===== config.mk =====
export PLATFORM = sky130hd
export DESIGN_NAME = data_mem_ctrl
export DESIGN_NICKNAME = d
export VERILOG_FILES = /design/src/rtl/data_mem_ctrl.sv
export SDC_FILE = /design/constraint.sdc
export NUM_CORES = 1
export LEC_CHECK = 0
export ABC_AREA = 1
export CAP_MARGIN = 15
export CORE_MARGIN = 10
export CORE_UTILIZATION = 42
export CTS_BUF_LIST = sky130_fd_sc_hd__clkbuf_16
export DETAILED_ROUTE_END_ITERATION = 12
export PLACE_DENSITY = 0.76
export REMOVE_ABC_BUFFERS = 1
export SKIP_CTS_REPAIR_TIMING = 1
export SLEW_MARGIN = 0
export SYNTH_ARGS = -nofsm -noshare
export SYNTH_HDL_FRONTEND = slang
export SYNTH_SLANG_ARGS = --single-unit

===== constraint.sdc =====
create_clock -name clk -period 2.2 [get_ports clk]
set_input_delay 0.33 -clock clk [delete_from_list [all_inputs] [get_ports clk]]
set_output_delay 0.33 -clock clk [all_outputs]
set_load 0.1 [all_outputs]

===== src/rtl/data_mem_ctrl.sv =====
// data_mem_ctrl
// Load/store unit between a processor request port and a single-port word RAM
// with one cycle of read latency. Sub-word stores are done as read-modify-write
// so the RAM only ever sees whole-word writes. Lanes are little-endian.
module data_mem_ctrl #(
   parameter int unsigned ADDR_W = 9
) (
   input  logic              clk,
   input  logic              rst,
   input  logic              req_valid,
   input  logic              req_write,
   input  logic [1:0]        req_size,
   input  logic              req_unsigned,
   input  logic [31:0]       req_addr,
   input  logic [31:0]       req_wdata,
   output logic              req_ready,
   output logic              resp_valid,
   output logic [31:0]       resp_rdata,
   output logic              misaligned,
   output logic              mem_we,
   output logic [ADDR_W-1:0] mem_addr,
   output logic [31:0]       mem_wdata,
   input  logic [31:0]       mem_rdata
);

   // FSM encoding
   localparam logic [2:0] IDLE = 3'd0;
   localparam logic [2:0] RD   = 3'd1;
   localparam logic [2:0] CAP  = 3'd2;
   localparam logic [2:0] WR   = 3'd3;
   localparam logic [2:0] RESP = 3'd4;

   // Access sizes
   localparam logic [1:0] SIZE_BYTE = 2'b00;
   localparam logic [1:0] SIZE_HALF = 2'b01;
   localparam logic [1:0] SIZE_WORD = 2'b10;

   // True when the size/offset pair cannot be served as a single lane access.
   function automatic logic isMisaligned(input logic [1:0] size, input logic [1:0] addrLo);
      logic result;
      case (size)
         SIZE_BYTE: result = 1'b0;
         SIZE_HALF: result = addrLo[0];
         SIZE_WORD: result = (addrLo != 2'b00);
         default:   result = 1'b1;
      endcase
      return result;
   endfunction

   // Pull the addressed lane out of a RAM word and extend it to 32 bits.
   function automatic logic [31:0] extractLoad(input logic [31:0] word,
                                               input logic [1:0]  size,
                                               input logic [1:0]  addrLo,
                                               input logic        zeroExt);
      logic [7:0]  laneByte;
      logic [15:0] laneHalf;
      logic [31:0] result;
      case (addrLo)
         2'd0:    laneByte = word[7:0];
         2'd1:    laneByte = word[15:8];
         2'd2:    laneByte = word[23:16];
         2'd3:    laneByte = word[31:24];
         default: laneByte = 8'h00;
      endcase
      laneHalf = addrLo[1] ? word[31:16] : word[15:0];
      case (size)
         SIZE_BYTE: result = zeroExt ? {24'h000000, laneByte} : {{24{laneByte[7]}}, laneByte};
         SIZE_HALF: result = zeroExt ? {16'h0000, laneHalf}   : {{16{laneHalf[15]}}, laneHalf};
         SIZE_WORD: result = word;
         default:   result = 32'h00000000;
      endcase
      return result;
   endfunction

   // Replace only the addressed lane of an old RAM word with new store data.
   function automatic logic [31:0] mergeStore(input logic [31:0] word,
                                              input logic [15:0] laneData,
                                              input logic [1:0]  size,
                                              input logic [1:0]  addrLo);
      logic [31:0] result;
      result = word;
      case (size)
         SIZE_BYTE: begin
            case (addrLo)
               2'd0:    result[7:0]   = laneData[7:0];
               2'd1:    result[15:8]  = laneData[7:0];
               2'd2:    result[23:16] = laneData[7:0];
               2'd3:    result[31:24] = laneData[7:0];
               default: result        = word;
            endcase
         end
         SIZE_HALF: begin
            if (addrLo[1]) begin
               result[31:16] = laneData;
            end else begin
               result[15:0] = laneData;
            end
         end
         default: result = word;
      endcase
      return result;
   endfunction

   logic [2:0]        stateR;
   logic [2:0]        nextStateS;
   logic [1:0]        addrLoR;
   logic [1:0]        sizeR;
   logic              writeR;
   logic              unsignedR;
   logic [15:0]       storeLaneR;
   logic [ADDR_W-1:0] memAddrR;
   logic [31:0]       memWdataR;
   logic [31:0]       memWdataNextS;
   logic              memWeR;
   logic              respValidR;
   logic              misalignedR;
   logic [31:0]       respRdataR;
   logic [31:0]       respRdataNextS;
   logic              acceptS;
   logic              reqMisS;
   logic              reqWordStoreS;

   assign acceptS       = req_valid && (stateR == IDLE);
   assign reqMisS       = isMisaligned(req_size, req_addr[1:0]);
   assign reqWordStoreS = req_write && (req_size == SIZE_WORD);

   // Address bits above the RAM window are intentionally dropped (wrap-around).
   if (ADDR_W < 32) begin : gDroppedAddr
      logic unusedAddrS;
      assign unusedAddrS = ^req_addr[31:ADDR_W];
   end

   // Next-state selection for the access sequencer.
   always_comb begin
      nextStateS = stateR;
      case (stateR)
         IDLE: begin
            if (acceptS) begin
               if (reqMisS) begin
                  nextStateS = RESP;
               end else if (reqWordStoreS) begin
                  nextStateS = WR;
               end else begin
                  nextStateS = RD;
               end
            end else begin
               nextStateS = IDLE;
            end
         end
         RD:   nextStateS = CAP;
         CAP: begin
            if (writeR) begin
               nextStateS = WR;
            end else begin
               nextStateS = RESP;
            end
         end
         WR:   nextStateS = RESP;
         RESP: nextStateS = IDLE;
         default: nextStateS = IDLE;
      endcase
   end

   // Next values of the RAM write word and the load response word.
   always_comb begin
      memWdataNextS  = memWdataR;
      respRdataNextS = 32'h00000000;
      if (acceptS && reqWordStoreS && !reqMisS) begin
         memWdataNextS = req_wdata;
      end else if ((stateR == CAP) && writeR) begin
         memWdataNextS = mergeStore(mem_rdata, storeLaneR, sizeR, addrLoR);
      end else begin
         memWdataNextS = memWdataR;
      end
      if ((stateR == CAP) && !writeR) begin
         respRdataNextS = extractLoad(mem_rdata, sizeR, addrLoR, unsignedR);
      end else begin
         respRdataNextS = 32'h00000000;
      end
   end

   // State, captured request fields and registered outputs.
   always_ff @(posedge clk) begin
      if (rst) begin
         stateR      <= IDLE;
         addrLoR     <= 2'b00;
         sizeR       <= 2'b00;
         writeR      <= 1'b0;
         unsignedR   <= 1'b0;
         storeLaneR  <= 16'h0000;
         memAddrR    <= '0;
         memWdataR   <= 32'h00000000;
         memWeR      <= 1'b0;
         respValidR  <= 1'b0;
         misalignedR <= 1'b0;
         respRdataR  <= 32'h00000000;
      end else begin
         stateR <= nextStateS;
         if (acceptS) begin
            addrLoR    <= req_addr[1:0];
            sizeR      <= req_size;
            writeR     <= req_write;
            unsignedR  <= req_unsigned;
            storeLaneR <= req_wdata[15:0];
            memAddrR   <= {req_addr[ADDR_W-1:2], 2'b00};
         end
         memWdataR   <= memWdataNextS;
         memWeR      <= (nextStateS == WR);
         respValidR  <= (nextStateS == RESP);
         misalignedR <= acceptS && reqMisS;
         respRdataR  <= respRdataNextS;
      end
   end

   assign req_ready  = (stateR == IDLE);
   assign resp_valid = respValidR;
   assign resp_rdata = respRdataR;
   assign misaligned = misalignedR;
   assign mem_addr   = memAddrR;
   assign mem_wdata  = memWdataR;
   // A reset arriving while in WR must not let the pending write reach the RAM.
   assign mem_we     = memWeR && !rst;

endmodule


; Word-level counts from Yosys, hierarchy flattened
; Index checks and enable logic that the tools add are counted.
[classes]
n_eq_ne = 12
muxes = 20
bitwise = 1
reduce_logical = 18
[ops]
columns = cell, count
row1 = 2-to-1 mux 32 bit, 4
row2 = one-hot mux 32 bit (3 select lines), 1
row3 = one-hot mux 32 bit (2 select lines), 1
row4 = 2-to-1 mux 16 bit, 3
row5 = 2-to-1 mux 8 bit, 4
row6 = one-hot mux 8 bit (4 select lines), 1
row7 = one-hot mux 3 bit (4 select lines), 1
row8 = "== test 3 x 2 -> 1 bit, second input constant", 3
row9 = 2-to-1 mux 3 bit, 3
row10 = "== test 2 bit, second input constant", 4
row11 = logical AND 1 bit, 8
row12 = "== test 2 x 1 -> 1 bit, second input constant", 3
row13 = zero test 2 bit, 3
row14 = nonzero test 2 bit, 2
row15 = "== test 3 x 1 -> 1 bit, second input constant", 1
row16 = "== test 3 bit, second input constant", 1
row17 = zero test 1 bit, 3
row18 = zero test 3 bit, 1
row19 = one-hot mux 1 bit (3 select lines), 1
row20 = 2-to-1 mux 2 bit, 1
row21 = OR reduction 2 bit, 1
row22 = NOT 1 bit, 1
[totals]
ff_bits = 99
in_bits = 103
output_inout_bits = 77
wordCells = 63

; Logic depth before layout (Yosys ltp)
; Gate-level depths: netlist of the first run.
[logic_depth]
ltp_word = 7
depth_mapped = 10
ltp_nobuf = 10

; Worst setup path before layout of the first run
; Ideal clock, no wire load.
[synth_timing]
path_type = in2out
start = in rst
end = out mem_we
arrival_time_ns = 1.998
required_time_ns = 1.870
path_slack_ns = -0.128
path_stages = 3
path_buffers = 2
path_cell_list = clkbuf_1 buf_1 nor2_1
[synth_via]
elab_chain_len = 2
[synth_rtl]
columns = element, line_no
row1 = "start, declared", 9  ; input logic rst,
row2 = zero test 1 bit, 222  ; assign mem_we = memWeR && !rst;
row3 = logical AND 1 bit, 222
row4 = "end, declared", 20  ; output logic mem_we,
; Every way passes these cells.

; Final worst setup path of the first run
[layout_timing]
start = reg addrLoR[1]
end = reg respRdataR[13] (netlist: resp_rdata[13])
[layout_via]
elab_chain_len = 4
elab_cells_between_ends = 9
cone_classes = eq/ne: 3 / mux: 5 / reduce/logical: 1
[layout_rtl]
columns = element, line_no
row1 = "start, declared", 106  ; logic [1:0] addrLoR;
row2 = "start signal, assigned", 200  ; addrLoR <= req_addr[1:0];
row3 = "== test 2 bit, or another cell as far along", 58  ; case (addrLo)
row4 = one-hot mux 8 bit (4 select lines), 58
row5 = 2-to-1 mux 32 bit, 67  ; SIZE_BYTE: result = zeroExt ? {24'h000000, laneByte} : {{24{laneByte[7]}}, laneByte};
row6 = one-hot mux 32 bit (3 select lines) (*), 66  ; case (size)
row7 = "end signal, assigned", 211  ; respRdataR <= respRdataNextS;
row8 = "end, declared", 117  ; logic [31:0] respRdataR;
; Every way passes the cells marked *; elsewhere a longest branch is shown, timed or not.
; A chain may end at the register's enable or synchronous reset.

==> results of run 1 <==
==> power groups by stage <==
| stage | sequential [W] | combinational (W) | clock (W) |
|---|---|---|---|
| after global placement | 0.00196 | 0.00137 | 0 |
| final | 0.00192 | 0.00139 | 0.00163 |
| after floorplan | 0.00222 | 0.000585 | 0 |
| after detailed placement | 0.00196 | 0.00138 | 0 |
| after CTS | 0.00192 | 0.00138 | 0.00166 |
| after global routing | 0.00193 | 0.00150 | 0.00171 |
==> registers in the layout, indices dropped and copies added (netlist names) <==
name / flops
mem_wdata: 32
resp_rdata: 32
storeLaneR: 16
mem_addr: 7
stateR: 3
addrLoR: 2
sizeR: 2
memWeR: 1
misaligned: 1
resp_valid: 1
unsignedR: 1
writeR: 1
==> cells in the final DEF, fill, tap and decap left out, types with 23 or more instances in the layout <==
| master | count |
|---|---|
| a21oi_1 | 61 |
| nor2_1 | 42 |
| nand3_1 | 88 |
| o21ai_0 | 35 |
| a31oi_1 | 23 |
| nand2_1 | 202 |
| clkdlybuf4s50_1 | 79 |
| inv_1 | 69 |
| buf_4 | 103 |
| dfxtp_1 | 99 |
==> stage by stage <==
stage          cells  worst slack (ps)  area [um2]  TNS, ps  hold WS [ps]
4_1_cts         1043             465.6        6883        0         466.9
5_1_grt         1043             285.1        6883        0         491.2
6_report        1043             454.4        6883        0         463.8
2_1_floorplan    701            -387.8        4783    -9481         392.4
3_5_place_dp    1029             105.0        6586        0         456.6
3_3_place_gp    1029             114.0        6586        0         452.3
==> path summary, 6_finish.rpt <==
kind | slack [ps] | end
max reg2reg | 450 | resp_rdata[13]
max | 450 | resp_rdata[13]
min reg2reg | 460 | mem_addr[3]
min | 460 | mem_addr[3]
==> worst register-to-register path, cell delays in order, from the launching register on <==
cell	delay, ps
dfxtp_1	340
inv_1	240
nand3_1	380
nand2_1	410
a22oi_1	130
a21oi_1	180
==> layout make-up <==
type                       instances  share of cell area, %
multi-input combinational        527                  36.61
tap                              143                  2.600
timing repair buffer             185                  23.60
clock inverter                     5                  1.036
sequential                        99                  28.79
inverter                          75                  4.090
clock buffer                       9                  3.272
==> layer usage <==
metal  up-vias  GRT usage (%)
met5         -              0
met2       218          32.10
met3        22          5.791
met4         0          7.291
met1      2473          25.80
li1       2746              -
==> cell families after synthesis <==
kind of cell	after synthesis
simple gates	374
compound gates	151
other cells	1
buf+inv	123
flops	99
==> impl.org, run 1 <==
** Clocking
- H-tree depth :: 3
- Clock latency of the later-clocked register in the worst-skew pair :: 340 ps
- TritonCTS sink count :: 99
- CTS tree :: built
- Root buffer cell :: clkbuf_16
- Total clock buffers created by CTS :: 9
- Register clock-pin slew on the reported worst setup and hold paths :: 70 ps
- The longest clock path from root to sink contains 2 buffers.

** Power and ir drop
- The clock network burns 33.0% of the power.
- Of the total power, the share spent switching nets is 33.53%.
- Part of the total power dissipated in combinational logic :: 28.2%
- Sw power :: 0.001657 W
- Summing internal, switching and leakage power gives 0.004943 W.
- VDD sags by at most 0.4936 mV.
- For this design the ratio of total power to cell area is 718.2 nW/um2.
- Int Pwr :: 0.003286 W
- Of the total power, registers draw 38.9%.
- In this run the static leakage power is 3.086 nW.

** Synthesis
- In the post-synthesis netlist, the cell with the most instances is nand2_1.
- Synth cell count leaders :: nand2_1, dfxtp_1, nand3_1
- Synth Area per Inst :: 6.714 um2
- For this run, the leading register cell type out of synthesis is dfxtp_1.
- The synthesized netlist devotes 17.14% of its cell area to compound gates.
- Sorting the synthesized cells by area gives the leading types as dfxtp_1, nand2_1, nand3_1.
- Largest area contributor in the synthesized netlist :: dfxtp_1
- Post-Synth Adder-Cell Area :: 0%
- The synthesized design contains 0 enable-type register cells.
- The portion of synthesized area spent on multiplexers is 0%.
- Of the total synthesized cell area, the portion taken by XOR and XNOR cells is 0%.
- Number of distinct library cell variants in the gate-level netlist after synthesis :: 33
- Summing the areas of all and, or, nand and nor instances in the mapped netlist gives 32.88% of the synthesized area.
- Yosys reg bits :: 99
- Share of the yosys chip area belonging to registers :: 39.46%
- For this run, asynchronously set or reset flops after synthesis account for 0%.
- In this run the biggest area consumer among cell types represents 39.46% of the synthesized area.
- Dominant combinational cell family by area after synthesis :: simple AND/OR/NAND/NOR gates
- The synthesized netlist occupies a cell area of 5022 um2.
- Synth warn :: 0
- Synthesis produced a netlist whose cell count is 748.

** Route
- The pre-antenna-repair detailed-routing pass consisted of 6 iterations.
- Routed wl met2 :: 7.926 mm
- Summing over every cut layer, the via total after detailed routing is 5459.
- After detailed routing, no signal wire sits above met4.
- After detailed routing, the total wire length is 17.60 mm.
- In this run the remaining antenna-violating nets after routing total 0.
- Final routed DRC violation total :: 0
- Average routed wire per standard cell :: 16.88 um
- 1st-iter DRT viols :: 534
- M1 wire length :: 7.577 mm
- Per-cell via count in the routed design :: 5.234
- The routed design uses 1.740 mm of met3 wire.

** GRT
- Initial antenna violation count :: 0
- For this run, the total global-route usage over all layers was measured as 20.28%.
- Entering global routing, the biggest net connects 41 pins.
- Final global-route overflow total :: 0
- Vias in the first global route :: 5021
- First-pass GRT wire length :: 26.91 mm

** STA
- Of the available clock period, the critical path in the final layout requires 79.35%.
- Setup skew after layout :: 5.028 ps
- Number of endpoints with negative hold slack in the final report :: 0
- Setup repair after global routing left no endpoint under its margin.
- Static timing analysis puts the maximum clock frequency at 0.5729 GHz.
- Time the worst path needs with I/O delays and setup :: 1746 ps
- The number of slew-limit violations in the final report is 0.
- Setup violations remaining at the end of the flow were counted as 0.

** Hold path
- Class of the tightest hold or removal check :: reg -> reg
- Worst hold path stage count :: 2
- The startpoint identified for the worst hold timing path is mem_addr[3].

** Final layout
- The area growth from synthesis to layout is 37.05%.
- In the final layout, flip-flops and latches occupy 1982 um2.
- # fillers :: 1095
- Share of layout cells above drive strength 1 :: 17.33%
- In the final layout, the multi-input gates occupy 2520 um2.
- 0 antenna diodes ended up in the layout.
- Cells fill 59.52% of the core in the end.
- The final layout contains 1000 nets.

** Critical path
- WP depth :: 5
- Slowest stage delay, CP :: 410 ps
- Cell class contributing the biggest share of worst-path delay :: simple AND/OR/NAND/NOR gates
- Worst EP required :: 2470 ps
- Arrival time at the worst endpoint :: 2020 ps
- Type of the worst setup path :: reg -> reg
- Buffering stage count on the worst path with inverters included :: 1
- STA classifies the critical path endpoint as a register.
- Startpoint Class :: register
- The largest individual stage delay along the critical path comes from the cell nand2_1.
- Along the worst path, the maximum fanout reaches 8.
- The worst register-to-register path begins at addrLoR[1].
- Walking the worst path, the cells encountered are inv_1 -> nand3_1 -> nand2_1 -> a22oi_1 -> a21oi_1.
- Start point of the critical path :: addrLoR[1]
- The number of cells on the worst reg-to-reg path is 5.

** Floorplanning
- Number of top-level pins :: 180
- Overall die area :: 16730 um2
- Chip width :: 129.4 um
- Number of rows created at floorplan :: 39
- The initial utilization of the core area, before any placement, comes to 43.43%.
- The total area inside the core boundary comes to 11560 um2.
- Measured along the y axis, the die boundary spans 129.4 um.

** Placed design
- At the end of routability-driven placement, the weighted congestion stood at 0.9568.
- In this run the tool buffered the top-level ports with 154 buffer cells.
- HPWL after detailed placement :: 13.38 mm

** Flow run
- The tool flagged a number of max-cap violations equal to 0.

** Status
- The run finished with clean final reports.
Note: power is estimated with default switching activity, not from simulation.
==> run 2, diff against run 1 <==
--- a/config.mk
+++ b/config.mk
@@ -8,10 +8,10 @@
 export ABC_AREA = 1
 export CAP_MARGIN = 15
 export CORE_MARGIN = 10
-export CORE_UTILIZATION = 42
+export CORE_UTILIZATION = 41
 export CTS_BUF_LIST = sky130_fd_sc_hd__clkbuf_16
 export DETAILED_ROUTE_END_ITERATION = 12
-export PLACE_DENSITY = 0.76
+export PLACE_DENSITY = 0.77
 export REMOVE_ABC_BUFFERS = 1
 export SKIP_CTS_REPAIR_TIMING = 1
 export SLEW_MARGIN = 0
==> constraint.sdc (replaced) <==
create_clock -name clk -period 1.45 [get_ports clk]
set_input_delay 0.2175 -clock clk [delete_from_list [all_inputs] [get_ports clk]]
set_output_delay 0.2175 -clock clk [all_outputs]
set_load 0.1 [all_outputs]
==> run 2 against run 1 <==
The run now ends with setup timing left. Clock skew rose by 0.63 ps. Clock-buffer cell count did not move. Flip-flop and latch count did not move. Non-clock buffer count rose by 43. Utilization rose by 10 points. Largest cell class is now non-clock buffers. Highest routed layer unchanged.
==> impl.org, run 2 (synthesis gave the netlist of run 1 again) <==
** Clocking
- Register clock-pin slew on the reported worst setup and hold paths :: 60 ps
- The tree is rooted in a clkbuf_16.
- TritonCTS built the clock tree.
- The clock reaches the later pin of the worst-skew pair after 350 ps.
- H-tree depth :: 3
- Counting along the longest clock path gives a buffer depth of 2.
- The number of clock buffers added by TritonCTS is 9.
- The clock drives 99 sinks.

** STA
- Max-slew violations :: 0
- Based on the critical path, the design can be clocked at up to 0.6667 GHz.
- Setup repair after global routing could not meet its margin everywhere.
- Setup violations remaining at the end of the flow were counted as 9.
- Number of endpoints with negative hold slack in the final report :: 0
- The worst path uses 103.4% of the clock period.
- The smallest clock period supported by the final layout is computed as 1500 ps.
- Setup skew after layout :: 5.658 ps
- In the post-route analysis, the smallest setup slack over all paths is -50.01 ps.

** Final layout
- The library cell used most frequently in the layout, excluding fill and tap cells, is nand2_1.
- # fillers :: 898
- Share of layout cells above drive strength 1 :: 25.19%
- Number of nets in the layout :: 1044
- Total area of multi-input combinational cells :: 2720 um2
- With fillers left out, the area of the finished cells amounts to 8396 um2.
- Relative to the synthesized area, the layout overhead comes to 67.16%.
- Leading cell types in the layout, fill and taps excluded :: nand2_1, dfxtp_1, nand3_1
- Sequential cell area :: 1992 um2
- Number of antenna diodes :: 0
- Cells fill 69.90% of the core in the end.

** Route
- Wire length after detailed routing :: 18.96 mm
- Post-DRT Antenna Nets :: 0
- In the routed design, unresolved DRC markers number 0.
- Pre-Repair DR Iteration Count :: 7
- Dividing the detail-routed wire length by the instance count gives 17.36 um.
- The routed layout has 5884 vias.
- Per-cell via count in the routed design :: 5.388
- After the first detailed-routing iteration, the DRC count stood at 547.

** Floorplanning
- Number of top-level pins :: 180
- Chip width :: 130.7 um
- The core region is 12010 um2.
- Chip height :: 130.7 um
- Number of rows created at floorplan :: 40
- The die covers 17080 um2.
- Initial Utilization :: 41.81%

** Power and ir drop
- IR analysis of the VDD net gives a maximum drop of 0.5993 mV.
- Total power :: 0.007643 W
- The analysis attributes to cell leakage a power of 3.573 nW.
- For this design the ratio of total power to cell area is 910.4 nW/um2.

** Critical path
- Startpoint Class :: register
- Slowest stage delay, CP :: 340 ps
- Maximum fanout along the worst path :: 10
- Crit path cell chain :: nor2_4 -> nand3_4 -> buf_4 -> nor2_4 -> buf_6 -> nand3_1 -> nand2_1 -> nand2_2 -> a21oi_2
- Type of the worst setup path :: reg -> reg
- Critical Path Slowest Stage Cell :: dfxtp_2
- Worst EP required :: 1730 ps
- The most numerous cell type found on the critical path is nor2_4.
- Data on the critical path arrives at its endpoint at 1780 ps.
- The worst setup path is captured at a register.

** Placed design
- The congestion estimate from routability-driven global placement came to 0.9874.
- HPWL after detailed placement :: 14.56 mm
- Total cell area at the placement stage :: 7828 um2
- Count of buffers from port buffering :: 154

** Flow run
- Max-cap check violation count :: 0

** Status
- Violated checks :: setup timing
- Result of the run :: finished with violations

** GRT
- The number of global-route vias before repair came to 5519.
- The first global-routing pass estimated 29.01 mm of wire.
- For this run, the total global-route usage over all layers was measured as 21.35%.
- Entering global routing, the biggest net connects 33 pins.
- After global routing the overflow that remains totals 0.
- The number of antenna violations at the first check in global routing is 0.

** Hold path
- Class of the tightest hold or removal check :: in -> reg
==> run 2: cell types whose count changed in the layout (fill, tap and decap cells not counted), sizes merged <==
cell           change
bufinv             -2
dlymetal6s2s       +3
clkdlybuf4s50      -3
nand2              +1
clkinvlp           +3
clkbuf             +1
buf               +42
==> run 2: metrics by stage <==
| step | instances | TNS (ps) | hold WS (ps) | setup WS [ps] |
|---|---|---|---|---|
| floorplan | 701 | -57250 | 279.9 | -1138 |
| detailed placement | 1071 | -17610 | 465.6 | -545.1 |
| global route | 1092 | -2118 | 346.0 | -117.5 |
| finish | 1092 | -126.0 | 316.6 | -50.01 |
| CTS | 1086 | -3148 | 410.2 | -188.0 |
| global placement | 1071 | -14790 | 460.3 | -484.4 |
==> run 2: layer usage <==
metal / up-vias / GRT usage [%] / part of all wire, %
li1: 2850 / - / -
met1: 2698 / 26.48 / 41
met2: 290 / 34.70 / 47
met3: 46 / 5.963 / 9.8
met4: 0 / 7.652 / 2.6
met5: - / 0 / 0
==> run 2: power by group <==
part / internal, W / switching, W
logic: 0.000987 / 0.00157
registers: 0.00285 / 0.000114
clock network: 0.00112 / 0.00101
==> run 2: final timing paths <==
check,from,slack (ps),cells after the start,to
setup reg to reg,stateR[0],-50,9,mem_wdata[30]
setup / recovery,stateR[0],-50,9,mem_wdata[30]
hold / removal,req_size[1],320,3,sizeR[1]
hold reg to reg,storeLaneR[11],480,2,storeLaneR[11]
==> run 2: area by class of cell <==
cell class / count / share of cell area [%]
Timing Repair Buffer: 228 / 35.19
Multi-Input combinational cell: 528 / 32.40
Sequential cell: 99 / 23.73
Inverter: 75 / 3.502
Clock buffer: 9 / 2.683
Tap cell: 147 / 2.191
Clock inverter: 6 / 0.3130
==> run 2: worst max-delay path: cells and delay by family, from the launching register on <==
family                 cells  cell delay, ps
DFF                        1             340
AOI/OAI and AO/OA          1             110
and+or+nand+nor            6             650
buffers and inverters      2             330
